$ cat src/rtl/muldiv_pkg.sv
// Shared types and decode helpers for the iterative multiply/divide unit.
//   md_op_e    : funct3 encodings of the M-extension ops
//   md_state_e : unit FSM states
//   is_div / is_rem / is_signed_a / is_signed_b : op decode helpers
package muldiv_pkg;

    localparam int unsigned XLEN_DEFAULT  = 32;
    localparam int unsigned TAG_W_DEFAULT = 5;

    typedef enum logic [2:0] {
        OP_MUL    = 3'b000,
        OP_MULH   = 3'b001,
        OP_MULHSU = 3'b010,
        OP_MULHU  = 3'b011,
        OP_DIV    = 3'b100,
        OP_DIVU   = 3'b101,
        OP_REM    = 3'b110,
        OP_REMU   = 3'b111
    } md_op_e;

    typedef enum logic [1:0] {
        IDLE = 2'd0,
        BUSY = 2'd1,
        FIX  = 2'd2,
        DONE = 2'd3
    } md_state_e;

    function automatic logic is_div(input md_op_e op);
        return (op inside {OP_DIV, OP_DIVU, OP_REM, OP_REMU});
    endfunction

    function automatic logic is_rem(input md_op_e op);
        return (op inside {OP_REM, OP_REMU});
    endfunction

    function automatic logic is_signed_a(input md_op_e op);
        return (op inside {OP_MULH, OP_MULHSU, OP_DIV, OP_REM});
    endfunction

    function automatic logic is_signed_b(input md_op_e op);
        return (op inside {OP_MULH, OP_DIV, OP_REM});
    endfunction

endpackage

$ cat src/rtl/md_iter_step.sv
// One iteration of the magnitude datapath (combinational).
//   is_div  : 1 = restoring-divide step, 0 = shift-add multiply step
//   acc_hi  : mul: partial product high half / div: partial remainder
//   acc_lo  : mul: multiplier bits still to consume / div: dividend bits, quotient shifted in
//   opm     : mul: multiplicand magnitude / div: divisor magnitude
//   nxt_hi, nxt_lo : accumulator after this step
module md_iter_step #(
    parameter int unsigned XLEN = 32
) (
    input  logic            is_div,
    input  logic [XLEN-1:0] acc_hi,
    input  logic [XLEN-1:0] acc_lo,
    input  logic [XLEN-1:0] opm,
    output logic [XLEN-1:0] nxt_hi,
    output logic [XLEN-1:0] nxt_lo
);

    logic [XLEN:0] sum;
    logic [XLEN:0] rem_sh;
    logic [XLEN:0] diff;

    always_comb begin
        // Multiply: add multiplicand when the current multiplier LSB is set, then shift right.
        sum    = {1'b0, acc_hi} + (acc_lo[0] ? {1'b0, opm} : (XLEN+1)'(0));
        // Divide: bring the next dividend bit into the remainder and trial-subtract.
        // The remainder stays below the divisor, so one extra bit is enough for the sign.
        rem_sh = {acc_hi, acc_lo[XLEN-1]};
        diff   = rem_sh - {1'b0, opm};
        nxt_hi = sum[XLEN:1];
        nxt_lo = {sum[0], acc_lo[XLEN-1:1]};
        if (is_div) begin
            if (!diff[XLEN]) begin
                nxt_hi = diff[XLEN-1:0];
                nxt_lo = {acc_lo[XLEN-2:0], 1'b1};
            end else begin
                nxt_hi = rem_sh[XLEN-1:0];
                nxt_lo = {acc_lo[XLEN-2:0], 1'b0};
            end
        end
    end

endmodule

$ cat src/rtl/ex_muldiv_unit.sv
// Iterative RISC-V M-extension multiply/divide unit for the EX stage.
// Ports:
//   clk, rst (sync, active-low), flush (kill op in flight)
//   in_valid/in_ready, in_funct3, in_opa, in_opb, in_tag : op request
//   out_valid/out_ready, out_result, out_tag             : result, held until taken
//   busy                                                 : unit not idle
module ex_muldiv_unit
    import muldiv_pkg::*;
#(
    parameter int unsigned XLEN  = XLEN_DEFAULT,
    parameter int unsigned TAG_W = TAG_W_DEFAULT
) (
    input  logic             clk,
    input  logic             rst,
    input  logic             flush,
    input  logic             in_valid,
    output logic             in_ready,
    input  logic [2:0]       in_funct3,
    input  logic [XLEN-1:0]  in_opa,
    input  logic [XLEN-1:0]  in_opb,
    input  logic [TAG_W-1:0] in_tag,
    output logic             out_valid,
    input  logic             out_ready,
    output logic [XLEN-1:0]  out_result,
    output logic [TAG_W-1:0] out_tag,
    output logic             busy
);

    localparam int unsigned     CNT_W    = $clog2(XLEN);
    localparam logic [XLEN-1:0] MIN_NEG  = {1'b1, {(XLEN-1){1'b0}}};
    localparam logic [XLEN-1:0] ALL_ONES = {XLEN{1'b1}};

    md_state_e        state;
    logic [CNT_W-1:0] counter;
    md_op_e           op_q;
    logic [TAG_W-1:0] tag_q;
    logic             neg_a_q;
    logic             neg_b_q;
    logic [XLEN-1:0]  acc_hi;
    logic [XLEN-1:0]  acc_lo;
    logic [XLEN-1:0]  opm_q;

    md_op_e           in_op;
    logic             a_neg;
    logic             b_neg;
    logic [XLEN-1:0]  mag_a;
    logic [XLEN-1:0]  mag_b;
    logic             div_zero;
    logic             div_ovf;
    logic [XLEN-1:0]  spec_res;
    logic [XLEN-1:0]  step_hi;
    logic [XLEN-1:0]  step_lo;
    logic [2*XLEN-1:0] prod_fix;
    logic [XLEN-1:0]  quo_fix;
    logic [XLEN-1:0]  rem_fix;
    logic [XLEN-1:0]  fix_res;

    assign in_ready = (state == IDLE) & ~flush;

    // Request decode: signs, magnitudes and the divide special cases.
    // Negating MIN_NEG yields 2^(XLEN-1), which is its correct unsigned magnitude.
    always_comb begin
        in_op    = md_op_e'(in_funct3);
        a_neg    = is_signed_a(in_op) & in_opa[XLEN-1];
        b_neg    = is_signed_b(in_op) & in_opb[XLEN-1];
        mag_a    = a_neg ? (~in_opa + XLEN'(1)) : in_opa;
        mag_b    = b_neg ? (~in_opb + XLEN'(1)) : in_opb;
        div_zero = is_div(in_op) & (in_opb == '0);
        div_ovf  = (in_op inside {OP_DIV, OP_REM}) & (in_opa == MIN_NEG) & (in_opb == ALL_ONES);
        spec_res = is_rem(in_op) ? '0 : MIN_NEG;
        if (div_zero) begin
            spec_res = is_rem(in_op) ? in_opa : ALL_ONES;
        end
    end

    md_iter_step #(.XLEN(XLEN)) u_step (
        .is_div (is_div(op_q)),
        .acc_hi (acc_hi),
        .acc_lo (acc_lo),
        .opm    (opm_q),
        .nxt_hi (step_hi),
        .nxt_lo (step_lo)
    );

    // Sign correction and result selection applied in FIX.
    always_comb begin
        prod_fix = {acc_hi, acc_lo};
        if (neg_a_q ^ neg_b_q) begin
            prod_fix = ~{acc_hi, acc_lo} + (2*XLEN)'(1);
        end
        quo_fix = (neg_a_q ^ neg_b_q) ? (~acc_lo + XLEN'(1)) : acc_lo;
        rem_fix = neg_a_q ? (~acc_hi + XLEN'(1)) : acc_hi;
        fix_res = prod_fix[2*XLEN-1:XLEN];
        case (op_q)
            OP_MUL:          fix_res = prod_fix[XLEN-1:0];
            OP_DIV, OP_DIVU: fix_res = quo_fix;
            OP_REM, OP_REMU: fix_res = rem_fix;
            default:         fix_res = prod_fix[2*XLEN-1:XLEN];
        endcase
    end

    // Unit FSM with registered outputs.
    always_ff @(posedge clk) begin
        if (!rst) begin
            state      <= IDLE;
            counter    <= '0;
            busy       <= 1'b0;
            out_valid  <= 1'b0;
            out_result <= '0;
            out_tag    <= '0;
            op_q       <= OP_MUL;
            tag_q      <= '0;
            neg_a_q    <= 1'b0;
            neg_b_q    <= 1'b0;
            acc_hi     <= '0;
            acc_lo     <= '0;
            opm_q      <= '0;
        end else if (flush) begin
            state     <= IDLE;
            counter   <= '0;
            busy      <= 1'b0;
            out_valid <= 1'b0;
        end else begin
            case (state)
                IDLE: begin
                    if (in_valid) begin
                        op_q    <= in_op;
                        tag_q   <= in_tag;
                        neg_a_q <= a_neg;
                        neg_b_q <= b_neg;
                        counter <= '0;
                        busy    <= 1'b1;
                        acc_hi  <= '0;
                        // Divide shifts the dividend out of acc_lo; multiply consumes the multiplier there.
                        acc_lo  <= is_div(in_op) ? mag_a : mag_b;
                        opm_q   <= is_div(in_op) ? mag_b : mag_a;
                        if (div_zero | div_ovf) begin
                            state      <= DONE;
                            out_valid  <= 1'b1;
                            out_result <= spec_res;
                            out_tag    <= in_tag;
                        end else begin
                            state <= BUSY;
                        end
                    end
                end
                BUSY: begin
                    acc_hi <= step_hi;
                    acc_lo <= step_lo;
                    if (counter == CNT_W'(XLEN-1)) begin
                        state   <= FIX;
                        counter <= '0;
                    end else begin
                        counter <= counter + CNT_W'(1);
                    end
                end
                FIX: begin
                    state      <= DONE;
                    out_valid  <= 1'b1;
                    out_result <= fix_res;
                    out_tag    <= tag_q;
                end
                DONE: begin
                    if (out_ready) begin
                        state     <= IDLE;
                        busy      <= 1'b0;
                        out_valid <= 1'b0;
                    end
                end
                default: begin
                    state <= IDLE;
                    busy  <= 1'b0;
                end
            endcase
        end
    end

endmodule

$ cat config.mk
export PLATFORM = sky130hd
export DESIGN_NAME = ex_muldiv_unit
export DESIGN_NICKNAME = d
export VERILOG_FILES = /design/src/rtl/muldiv_pkg.sv /design/src/rtl/md_iter_step.sv /design/src/rtl/ex_muldiv_unit.sv
export SDC_FILE = /design/constraint.sdc
export NUM_CORES = 1
export LEC_CHECK = 0
export CORE_MARGIN = 5
export CORE_UTILIZATION = 24
export CTS_BUF_LIST = sky130_fd_sc_hd__clkbuf_8
export DETAILED_ROUTE_END_ITERATION = 16
export PLACE_DENSITY = 0.43
export SYNTH_ARGS = -nofsm -noshare
export SYNTH_HDL_FRONTEND = slang
export SYNTH_HIERARCHICAL = 1
export SYNTH_SLANG_ARGS = --single-unit
$ cat constraint.sdc
create_clock -name clk -period 3.3 [get_ports clk]
set_clock_uncertainty 0.1 [all_clocks]
set_input_delay 0.66 -clock clk [delete_from_list [all_inputs] [get_ports clk]]
set_output_delay 0.66 -clock clk [all_outputs]
set_load 0.01 [all_outputs]
==> results.md, run 1 <==
Setup path:
- In this run the worst setup path terminates at out_result[26].
- For the worst flop-to-flop path, the logic depth is 11.
- STA puts the critical path data required time at 3.66 ns.
- The worst setup path is launched from a register.
- The largest fanout of any net on the critical path is 6.
- The critical path starts at acc_lo[0].
- The reg-to-reg startpoint is acc_lo[0].
- In this run the register-to-register setup slack is -0.08 ns.
- The worst register-to-register path ends at out_result[26].
- STA puts the critical path data arrival time at ~3.7 ns.
- The setup path with the least slack is of type register to register.
- The capturing element type of the critical path is a register.

Clock tree:
- The clock network latency to the later pin of the worst-skew pair is 0.58 ns.
- The clock root buffer master is sky130_fd_sc_hd__clkbuf_8.
- The total clock sinks is roughly 150.
- The CTS tree is yes.
- Counting the buffers created by CTS gives 17.
- The number of hold-repair buffers added at the cts stage is 0.
- The largest buffer count on any clock path is 2.
- The clock-pin transition on the worst setup and hold timing paths is about 0.11 ns.
- The maximum level of the CTS H-tree is 4.

Layout:
- The relative area change from synthesis to final layout is 40.7%.
- Of the cells placed in the final design, the portion with a size suffix greater than 1 is between 20% and 30%.
- Once layout is done, the placed cells without fillers occupy between 20000 and 25000 um2.
- The area of the multi-input gates is 12700 um2.
- The register area is 3080 um2.
- The filler cell count is a little over 7000.
- At the end of the flow, the number of nets in the layout was around 2800.
- Once layout is complete, the utilization of the core stands at 33.9%.

Pwr:
- Dividing total power by cell area gives a power density of 271 nW/um2.
- Sequential cells account for around a third of the total power.
- The combinational share of power is a little over two fifths.
- The worst-case IR drop observed on VDD is between 0.3 and 0.4 mV.
- The design internal power is approximately 3500 uW.
- Per report_power, the clock group accounts for between 20 and 30% of the total.
- The switching share of power is between 40% and 50%.
- For this design the total switching power over the nets is approximately 2500 uW.
- The leakage power is just under 0.009 uW.

Place:
- At the end of routability-driven placement, the weighted congestion stood at 0.954.
- The wire-length estimate of the detail-placed layout is 64.5 mm.
- The number of buffers added on ports is roughly 120.
- The placed standard-cell area is about 21000 um2.

Timing:
- At the pin with the least slew margin, the transition time is between 1 and 1.5 ns.
- In the post-route analysis, the smallest setup slack over all paths is -0.0778 ns.
- The count of final setup violators is 3.
- The hold violation total from the final report is 0.
- The share of the clock period used by the worst path after layout is 102%.
- The post-route minimum period is between 3 and 4 ns.
- Setup repair after global routing could not meet its margin everywhere.
- The max-slew violation total from the final report is 0.
- The worst relative slew slack is 30.7%.
- Based on the critical path, the design can be clocked at up to between 200 and 300 MHz.

Min path:
- The worst hold-check path type is register to register.
- The worst hold path begins at tag_q[1].

Synth:
- The fraction of registers with async set/reset is 0%.
- Sequential cells were found to cover about 19% of the synthesized design area.
- The number of instances in the synthesized netlist is approximately 2200.
- The yosys synthesis warning count is 6.
- The commonest register cell after synthesis is sky130_fd_sc_hd__dfxtp_1.
- In this run, distinct cell masters in the synthesized netlist total between 90 and 100.
- The number of synthesized flops with an enable pin is 0.
- The synthesized net count is 2366.
- The synthesized design contains roughly 150 register bits.
- The cell area after synthesis is 15800 um2.
- Averaged over all synthesized cells, the footprint is slightly above 7 um2.

Job:
- The tool flagged a number of max-cap violations equal to 0.

Die:
- The core region is roughly 66000 um2.
- The die is about 270 um tall.
- The die covers ~70000 um2.
- For this design the top-level I/O count stands at about 120.
- The initial utilization of the core area, before any placement, comes to 24.1%.
- The number of core rows is 94.
- From left edge to right edge, the die measures ~270 um.

Drt:
- Wires add up to a little over 80 mm.
- The wire length per cell after detailed routing is between 20 and 25 um.
- Detailed routing inserted a total of 19000 vias.
- After detailed routing, the number of remaining DRC violations is 0.
- The number of routed nets with antenna violations is 0.
- The via density per instance is between 5 and 6.
- For this block, the initial DRC count from the detailed router was 1626.
- The total iterations of the first detailed-routing run is 7.

Global route:
- The overall global routing resource usage is 22.0%.
- After global routing the overflow that remains totals 0.
- The via count of the first global-routing pass is around 18000.
- The first global-routing pass estimated ~120 mm of wire.
- The number of antenna violations at the first check in global routing is 1.
- Entering global routing, the biggest net connects 83 pins.

Status:
- The run finished, with violations left.
- The final reports fail on negative setup slack.
## sequential cells by signal, summed over array words and instances (netlist names), 2 cells and up
signal,count
out_result,32
out_tag,5
op_q,3
counter,5
tag_q,5
opm_q,32
state,2
acc_lo,32
acc_hi,32
## synth_stat cells, types with 44 or more instances
library cell,count,area share (%)
sky130_fd_sc_hd__inv_1,65,1.5
sky130_fd_sc_hd__clkbuf_1,146,3.5
sky130_fd_sc_hd__nor2_1,173,4.1
sky130_fd_sc_hd__nand2_1,221,5.2
sky130_fd_sc_hd__xnor2_1,81,4.5
sky130_fd_sc_hd__nor3_1,46,1.5
sky130_fd_sc_hd__o21ai_0,102,3.2
sky130_fd_sc_hd__dfxtp_1,152,19
sky130_fd_sc_hd__mux2_2,44,3.1
sky130_fd_sc_hd__ha_1,75,5.9
sky130_fd_sc_hd__xor2_1,75,4.1
sky130_fd_sc_hd__a21oi_1,233,7.4
sky130_fd_sc_hd__nand3_1,95,3.0
## logic make-up after synthesis
family                     Yosys count  synth area share [%]
DFF                                152                  19.2
xor gates and xnor gates           157                  8.80
and+or+nand+nor                    786                  24.6
AOI/OAI and AO/OA                  716                  29.6
adders and majority gates           77                  6.18
muxes                               87                  5.85
buffers and inverters              237                  5.77
## placed cells by master (no fill, tap or decap), types with 22 or more instances in the layout
cell	instances
sky130_fd_sc_hd__mux2_2	44
sky130_fd_sc_hd__nor3_1	43
sky130_fd_sc_hd__o211ai_1	28
sky130_fd_sc_hd__o31ai_1	31
sky130_fd_sc_hd__xor2_1	70
sky130_fd_sc_hd__a21oi_2	22
sky130_fd_sc_hd__nor2_1	164
sky130_fd_sc_hd__nand4_1	31
sky130_fd_sc_hd__a211oi_1	22
sky130_fd_sc_hd__o21ai_1	41
sky130_fd_sc_hd__a21oi_1	210
sky130_fd_sc_hd__xnor2_1	79
sky130_fd_sc_hd__and2_1	35
sky130_fd_sc_hd__clkdlybuf4s50_1	114
sky130_fd_sc_hd__a21o_1	22
sky130_fd_sc_hd__o21ai_0	88
sky130_fd_sc_hd__dfxtp_1	138
sky130_fd_sc_hd__ha_1	55
sky130_fd_sc_hd__nand3_1	95
sky130_fd_sc_hd__nor4_1	31
sky130_fd_sc_hd__buf_4	422
sky130_fd_sc_hd__nand2_1	220
sky130_fd_sc_hd__a31oi_1	30
sky130_fd_sc_hd__inv_1	62
sky130_fd_sc_hd__mux2i_1	43
## through the flow
step                      worst slack [ns]  hold WS [ns]  setup TNS [ns]  instances  total power, uW
final                              -0.0778         0.361          -0.148       3505             6030
after global routing                -0.175         0.390          -0.989       3505             6310
after CTS                          -0.0592         0.363          -0.270       3493             5960
after detailed placement            -0.411         0.347          -24.79       3458             4370
after global placement              -0.431         0.342          -24.25       3458             4370
after floorplan                    -0.0269         0.333         -0.0269       2212             3190
## worst min-delay path by stage
stage	end	cells after the start
after floorplan	tag_q[0]	2
after global placement	tag_q[1]	2
after detailed placement	tag_q[0]	2
after CTS	tag_q[0]	2
after global routing	tag_q[2]	2
final	tag_q[1]	2
## worst max-delay path: stages (launching register included)
cell and delay, ns:
sky130_fd_sc_hd__dfxtp_4 0.38, sky130_fd_sc_hd__buf_4 0.18, sky130_fd_sc_hd__inv_1 0.07, sky130_fd_sc_hd__ha_2 0.18, sky130_fd_sc_hd__or4b_4 0.47, sky130_fd_sc_hd__or3_4 0.42
sky130_fd_sc_hd__o31ai_4 0.26, sky130_fd_sc_hd__xor2_1 0.17, sky130_fd_sc_hd__buf_4 0.13, sky130_fd_sc_hd__nor2_1 0.06, sky130_fd_sc_hd__or4_4 0.55, sky130_fd_sc_hd__a32o_1 0.26
## cell type report
type / instances / share of cell area (%)
inverters: 67 / 1.14
multi-input cells: 1823 / 57.2
well taps: 864 / 4.85
clock buffers: 17 / 1.05
flip-flops and latches: 152 / 13.8
diodes: 1 / 0.0112
clock inverters: 15 / 0.590
repair buffers: 566 / 21.3
## power groups by stage
stage	Sequential, uW	Combinational [uW]	Clock, uW
6_report	1990	2530	1520
5_1_grt	2000	2680	1630
4_1_cts	1990	2400	1570
3_5_place_dp	2030	2350	0
3_3_place_gp	2030	2340	0
2_1_floorplan	2010	1180	0
## repair_timing
action / CTS / global route
buffers inserted: 3 / 12
pin swaps: 29 / 80
gates resized for setup: 52 / 150
setup endpoints to repair: 46 / 60
## routing by layer
layer,global-route usage (%),vias up,routed length (um)
li1,-,8987,-
met1,29.5,9260,36200
met2,36.7,683,38300
met3,2.55,119,4040
met4,7.57,0,3120
met5,0,-,0
No activity file was read; power rests on OpenSTA's default activity.
==> run 2, diff against run 1 <==
--- a/config.mk
+++ b/config.mk
@@ -9,7 +9,7 @@
 export CORE_UTILIZATION = 24
 export CTS_BUF_LIST = sky130_fd_sc_hd__clkbuf_8
 export DETAILED_ROUTE_END_ITERATION = 16
-export PLACE_DENSITY = 0.43
+export PLACE_DENSITY = 0.46
 export SYNTH_ARGS = -nofsm -noshare
 export SYNTH_HDL_FRONTEND = slang
 export SYNTH_HIERARCHICAL = 1
==> results.md, run 2 (same netlist as run 1, synthesis figures left out) <==
Layout:
- In the layout the commonest cells are 415 x sky130_fd_sc_hd__buf_4, 219 x sky130_fd_sc_hd__nand2_1, 218 x sky130_fd_sc_hd__a21oi_1, 165 x sky130_fd_sc_hd__nor2_1, 142 x sky130_fd_sc_hd__dfxtp_1.
- The share of layout cells above drive strength 1 is 26.2% (-1.1 points).
- The library cell used most frequently in the layout, excluding fill and tap cells, is sky130_fd_sc_hd__buf_4.
- Compared with the post-synthesis result, the final layout area differs by 39.8%.
- The number of nets in the layout is 2772 (-0.32%).

Place:
- The sum of net half-perimeters after detailed placement is 62.8 mm (-2.6%).
- The number of buffers added on ports came to 116 (unchanged).
- The final weighted congestion in routability-driven placement is 0.966 (+1.2%).

Drt:
- The final routed DRC violation total is 0 (unchanged).
- The wire length per cell after detailed routing was 22.9 um (-1.9%).
- The violation count after the first detailed-route iteration is 1755 (+7.9%).
- The post-detailed-routing wire length came to 80.0 mm (-2.1%).
- The number of routed nets with antenna violations is 0 (unchanged).
- The total iterations of the first detailed-routing run is 6 (-1).
- The number of vias in the routed layout is 19300 (+1.2%).
- The via density per instance is 5.51 (+1.5%).

Min path:
- The worst hold path belongs to the class register to register.

Setup path:
- The count of buffer and inverter cells on the critical path came to 2 (-1).
- The critical path data arrival time was 3.80 ns (+0.06 ns).
- The worst setup path is captured at a register.
- The cell repeated most along the worst path is sky130_fd_sc_hd__buf_6.
- Traced cell by cell, the critical path runs through buf_6 -> and2_4 -> ha_4 -> a211oi_2 -> nor2_2 -> o211ai_4 -> o22ai_4 -> a211o_4 -> a31o_4 -> a311o_1 -> buf_6 -> xnor2_2 -> mux2i_1 -> nand3_1 -> a21oi_2.
- For this design, the slowest cell found on the critical path is sky130_fd_sc_hd__a211o_4.
- The critical path data required time is 3.71 ns (+0.05 ns).
- The kind of cell with the highest combined delay along the critical path is compound AO/OA/AOI/OAI gates.
- The class of the most critical setup path is register to register.
- The maximum cell stage delay along the critical path was 0.39 ns (-0.16 ns).
- The startpoint type of the worst setup path is a register.
- The largest fanout of any net on the critical path came to 3 (-3).

Timing:
- The max-slew violation total from the final report was 0 (unchanged).
- The fmax is 295 MHz (-0.46%).
- The hold violation total from the final report is 0 (unchanged).
- The final sum of negative setup slack was -0.202 ns (-0.0536 ns).
- The actual slew at the worst max-slew pin is 1.06 ns (+0.0195 ns).
- The worst relative slew slack is 29.4% (-1.3 points).
- The final worst setup slack was -0.0935 ns (-0.0156 ns).
- The count of final setup violators came to 4 (+1).
- Setup repair after global routing could not meet its margin everywhere.
- The share of the clock period used by the worst path after layout is 103% (+0.47 points).
- The worst hold-check slack is 0.361 ns (-0.000418 ns).
- The post-route minimum period is 3.39 ns (+0.0156 ns).

Clock tree:
- The total clock sinks was 152 (unchanged).
- The clock-pin transition on the worst setup and hold timing paths came to 0.10 ns (about the same).
- The maximum level of the CTS H-tree is 4 (unchanged).
- TritonCTS built the clock tree.
- The number of hold-repair buffers added at the cts stage is 0 (unchanged).
- The clock root buffer master is sky130_fd_sc_hd__clkbuf_8.
- The largest buffer count on any clock path was 2 (unchanged).
- The clock network latency to the later pin of the worst-skew pair is 0.57 ns (about the same).
- The number of CTS-inserted buffers is 17 (unchanged).

Die:
- The area of the die is 71200 um2 (unchanged).
- The I/O pin count came to 117 (unchanged).
- The die span in y came to 267 um (unchanged).
- The initial core utilization is 24.1% (unchanged).
- The chip width is 267 um (unchanged).
- The number of core rows is 94 (unchanged).
- The core region area came to 65600 um2 (unchanged).

Pwr:
- The power density over cell area was 274 nW/um2 (+1.3%).
- The total power was 6070 uW (+0.68%).
- The sequential share of power is 32.6% (-0.4 points).
- The switching share of power is 39.7% (-1.9 points).
- The leakage power is 0.00865 uW (-0.23%).
- The design internal power came to 3660 uW (+4.0%).
- The combinational share of power was 40.6% (-1.3 points).
- The clock network fraction of total power is 26.9% (+1.8 points).
- The switching component of the power is 2410 uW (-4.0%).
- The peak supply drop is 0.279 mV (-19%).

Status:
- The run finished, with violations left.
- The final reports fail on negative setup slack.

Global route:
- The remaining global-route overflow is 0 (unchanged).
- The number of antenna violations at the first check in global routing is 1 (unchanged).
- The largest net degree at the start of global routing came to 93 (+12%).
- The first-pass GRT wire length was 118 mm (-1.5%).
- The overall global routing resource usage was 21.5% (-0.53 points).
- The via count of the first global-routing pass is 18400 (+0.19%).

Job:
- The number of max-capacitance violations reported is 0 (unchanged).
## run 2: cell types whose count changed in the layout (fill, tap and decap cells not counted), moves of 5 or more
| cell | delta |
|---|---|
| sky130_fd_sc_hd__a21oi_1 | +8 |
| sky130_fd_sc_hd__a21oi_2 | -8 |
| sky130_fd_sc_hd__buf_4 | -7 |
| sky130_fd_sc_hd__o21ai_1 | -6 |
| sky130_fd_sc_hd__dfxtp_4 | -5 |
| sky130_fd_sc_hd__ha_1 | +5 |
## run 2: power by group through the flow
stage	clock, uW	combinational (uW)	sequential (uW)
detailed placement	0	2310	2020
global placement	0	2310	2010
floorplan	0	1180	2010
CTS	1690	2370	1970
finish	1630	2460	1980
global route	1750	2610	1990
## run 2: path summary, 6_finish.rpt
kind,depth (start not counted),startpoint,endpoint,slack (ns)
max,15,acc_lo[0],acc_hi[26],-0.09
min,2,tag_q[4],tag_q[4],0.36
max reg2reg,15,acc_lo[0],acc_hi[26],-0.09
min reg2reg,2,tag_q[4],tag_q[4],0.36
## run 2: area by class of cell
cell class,count,area [um2]
fillers,7001,43500
well taps,864,1080
clock inverters,14,163
multi-input cells,1823,12600
flip-flops and latches,152,3060
repair buffers,557,4690
inverters,67,256
diodes,2,5.00
clock buffers,18,248
## run 2: routing by layer
metal	GRT usage, %	routed length (um)
met1	27.7	34200
met2	36.4	37900
met3	3.08	4540
met4	8.29	3390
met5	0	0
## run 2: worst register-to-register path: cells and delay by family, from the launching register on
| kind | cells | cell delay (ns) |
|---|---|---|
| flops | 1 | 0.37 |
| compound gates | 7 | 1.80 |
| xor+xnor | 1 | 0.12 |
| fa+ha+maj | 1 | 0.17 |
| buf+inv | 2 | 0.26 |
| mux | 1 | 0.13 |
| simple gates | 3 | 0.38 |
## run 2: repair_timing
| item | CTS | global route |
|---|---|---|
| pin swaps | 46 | 63 |
| buffers inserted | 8 | 12 |
| setup endpoints to repair | 48 | 56 |
| gates resized for setup | 66 | 103 |
## run 2: metrics by stage
step	std cells	setup slack [ns]	cell area, um2	util [%]
floorplan	2212	-0.0269	15800	-
global placement	3445	-0.518	20800	31.7
detailed placement	3445	-0.501	20800	31.7
CTS	3484	-0.0840	21600	32.9
global route	3496	-0.204	22100	33.7
finish	3497	-0.0935	22100	33.7
==> run 3, diff against run 2 <==
--- a/config.mk
+++ b/config.mk
@@ -9,6 +9,7 @@
 export CORE_UTILIZATION = 24
 export CTS_BUF_LIST = sky130_fd_sc_hd__clkbuf_8
 export DETAILED_ROUTE_END_ITERATION = 16
+export HOLD_SLACK_MARGIN = 0.1
 export PLACE_DENSITY = 0.46
 export SYNTH_ARGS = -nofsm -noshare
 export SYNTH_HDL_FRONTEND = slang
==> results of run 3 <==
The final DEF is identical to that of run 2; final timing and power are the same.
==> RTL change (settings of run 2) <==
Change the package constant `TAG_W_DEFAULT` from 5 to 10.
--- a/src/rtl/muldiv_pkg.sv
+++ b/src/rtl/muldiv_pkg.sv
@@ -6,5 +6,5 @@
 
     localparam int unsigned XLEN_DEFAULT  = 32;
-    localparam int unsigned TAG_W_DEFAULT = 5;
+    localparam int unsigned TAG_W_DEFAULT = 10;
 
     typedef enum logic [2:0] {
Interface: changed (resized in_tag and out_tag); port bits go from 117 to 127. The function was not compared with the original's and may differ.
==> RTL change against run 2 <==
- the flow still finishes with violations (setup timing)
- fmax grew 0.67%
- routed wire length shrank 2.2%
- utilization shrank 0.29 points
- sequential cell count grew 10
- total power grew 0.71%
- die area grew 1.8%
- area after synthesis grew 1.9%
- sequential share of layout area grew 0.83 points
- cell area grew 1.1%
- worst setup slack gained 23 ps
- critical path type unchanged
- critical endpoint unchanged
- highest routed layer unchanged
==> RTL change: results (changes against run 2) <==
* Internal power at 3.63 mW (-0.80%)
* Arithmetic-cell share of the synthesized area counting full adders, half adders and majority gates at 6.06% (-0.12 points)
* Number of nets in the layout at 2,832 (+2.2%)
* Status: finished with violations
* Count of cells resized by post-cts repair at 81 (+23%)
* Post-CTS Repair Setup Buffers at 9 (+1)
* Top fanout value on the critical path at 4 (+1)
* Global-route met1 utilization at 27.6% (-0.051 points)
* Violated checks: setup timing
* Switching power share of the total at 40.6% (+0.91 points)
* Hold endpoint: tag_q[8]
* Hold WS at 362 ps (+1.83 ps)
* Sequential cell area fraction in the yosys report at 20.1% (+0.88 points)
* Routed wire length at 78,300 um (-2.2%)
* Unique masters post-synth at 96 (+1.1%)
* Global-route track usage on met3 at 2.73% (-0.35 points)
* Startpoint of the lowest-slack hold path: tag_q[8]
* Final HPWL from detailed placement at 61,400 um (-2.3%)
* Standard cell area after detailed placement at 21,100 sq um (+1.3%)
* Fraction of final layout cells with drive strength greater than 1 at 24.2% (-2.0 points)
* Met2 global-route usage at 33.9% (-2.5 points)
* First-pass GRT wire length at 117,000 um (-0.72%)
* Proportion of netlist area held by the largest area contributor at 20.1% (+0.88 points)
* Synth cell count leaders: a21oi_1, nand2_1, nor2_1
* Setup Total Neg Slack at -120 ps (+81.6 ps)
* Global-route total usage across every layer at 20.6% (-0.85 points)
* Mux share of post-synthesis cell area at 5.89% (+0.038 points)
* Most area-consuming cells after synthesis: dfxtp_1, a21oi_1, ha_1
* Reg-to-reg critical path startpoint: opm_q[0]
* Largest net degree at the start of global routing at 78 (-16%)
* Cell count after placement at 3,506 (+1.8%)
* Mean instance size in the synthesized netlist at 7.16 sq um (about the same)
* Post-Synth XOR/XNOR Area at 8.80% (about the same)
* Comb. pwr at 2.40 mW (-2%)
* Starting DRT DRC Count at 1,639 (-6.6%)
* Setup WS post-layout at -70.9 ps (+22.5 ps)
* Weighted congestion reported at the end of routability-driven placement at 1.01 (+4.7%)
* Synth Area in Compound Gates at 29.1% (-0.56 points)
* Worst R2R Setup Slack at -70 ps (+20 ps)
* Number of setup violations in the final report at 2 (-2)
* Peak VDD IR at 0.301 mV (+8.1%)
## RTL change: changes by cell type in the layout (fill, tap and decap cells not counted), sizes merged, moves of 8 or more
cell | before | now
or2 | 25 | 9
nand2b | 16 | 26
mux2i | 43 | 51
dfxtp | 152 | 162
xnor2 | 82 | 93
o2bb2ai | 0 | 16
buf | 443 | 435
a32o | 20 | 2
clkdlybuf4s50 | 114 | 124
nor2 | 173 | 194
xor2 | 75 | 67
a21oi | 236 | 261
## RTL change: final cells by class
type / instances / area (sq um)
timing repair buffer: 559 / 4660
multi-input combinational: 1864 / 12700
inverter: 69 / 259
clock inverter: 15 / 165
tap: 873 / 1090
fill: 7133 / 44500
clock buffer: 17 / 234
sequential: 162 / 3280
## RTL change: cell families (layout without fill, tap and decap cells)
group                      Yosys count  in the layout
DFF                                162            162
AOI/OAI and AO/OA                  732            734
buffers and inverters              231            660
muxes                               90             90
xor gates and xnor gates           160            160
adders and majority gates           77             77
and+or+nand+nor                    803            803
## RTL change: critical path, cell delays in order (launching register included)
cell      delay (ps)
dfxtp_4          380
and2_4           160
ha_4             160
buf_6            120
a211oi_4         260
nor2_4            70
o211ai_4         290
o22ai_4          120
a211o_4          390
a31o_1           240
a311o_1          360
buf_6            140
xnor2_2          120
mux2i_1          140
nand3_1          110
a21oi_2          170
## RTL change: how the worst max path moves through the flow
stage	end	slack (ps)	cells after the start
3_3_place_gp	out_result[18]	-530	8
2_1_floorplan	acc_hi[30]	-10	14
5_1_grt	acc_hi[26]	-180	15
3_5_place_dp	out_result[9]	-600	8
6_report	acc_hi[26]	-70	15
4_1_cts	acc_hi[26]	-50	14
## RTL change: routing by layer
metal,routed length (um),part of all wire (%),up-vias
met1,35100,45,9105
met5,0,0,-
met2,35500,45,719
met3,4370,5.6,137
met4,3300,4.2,0
li1,-,-,9140
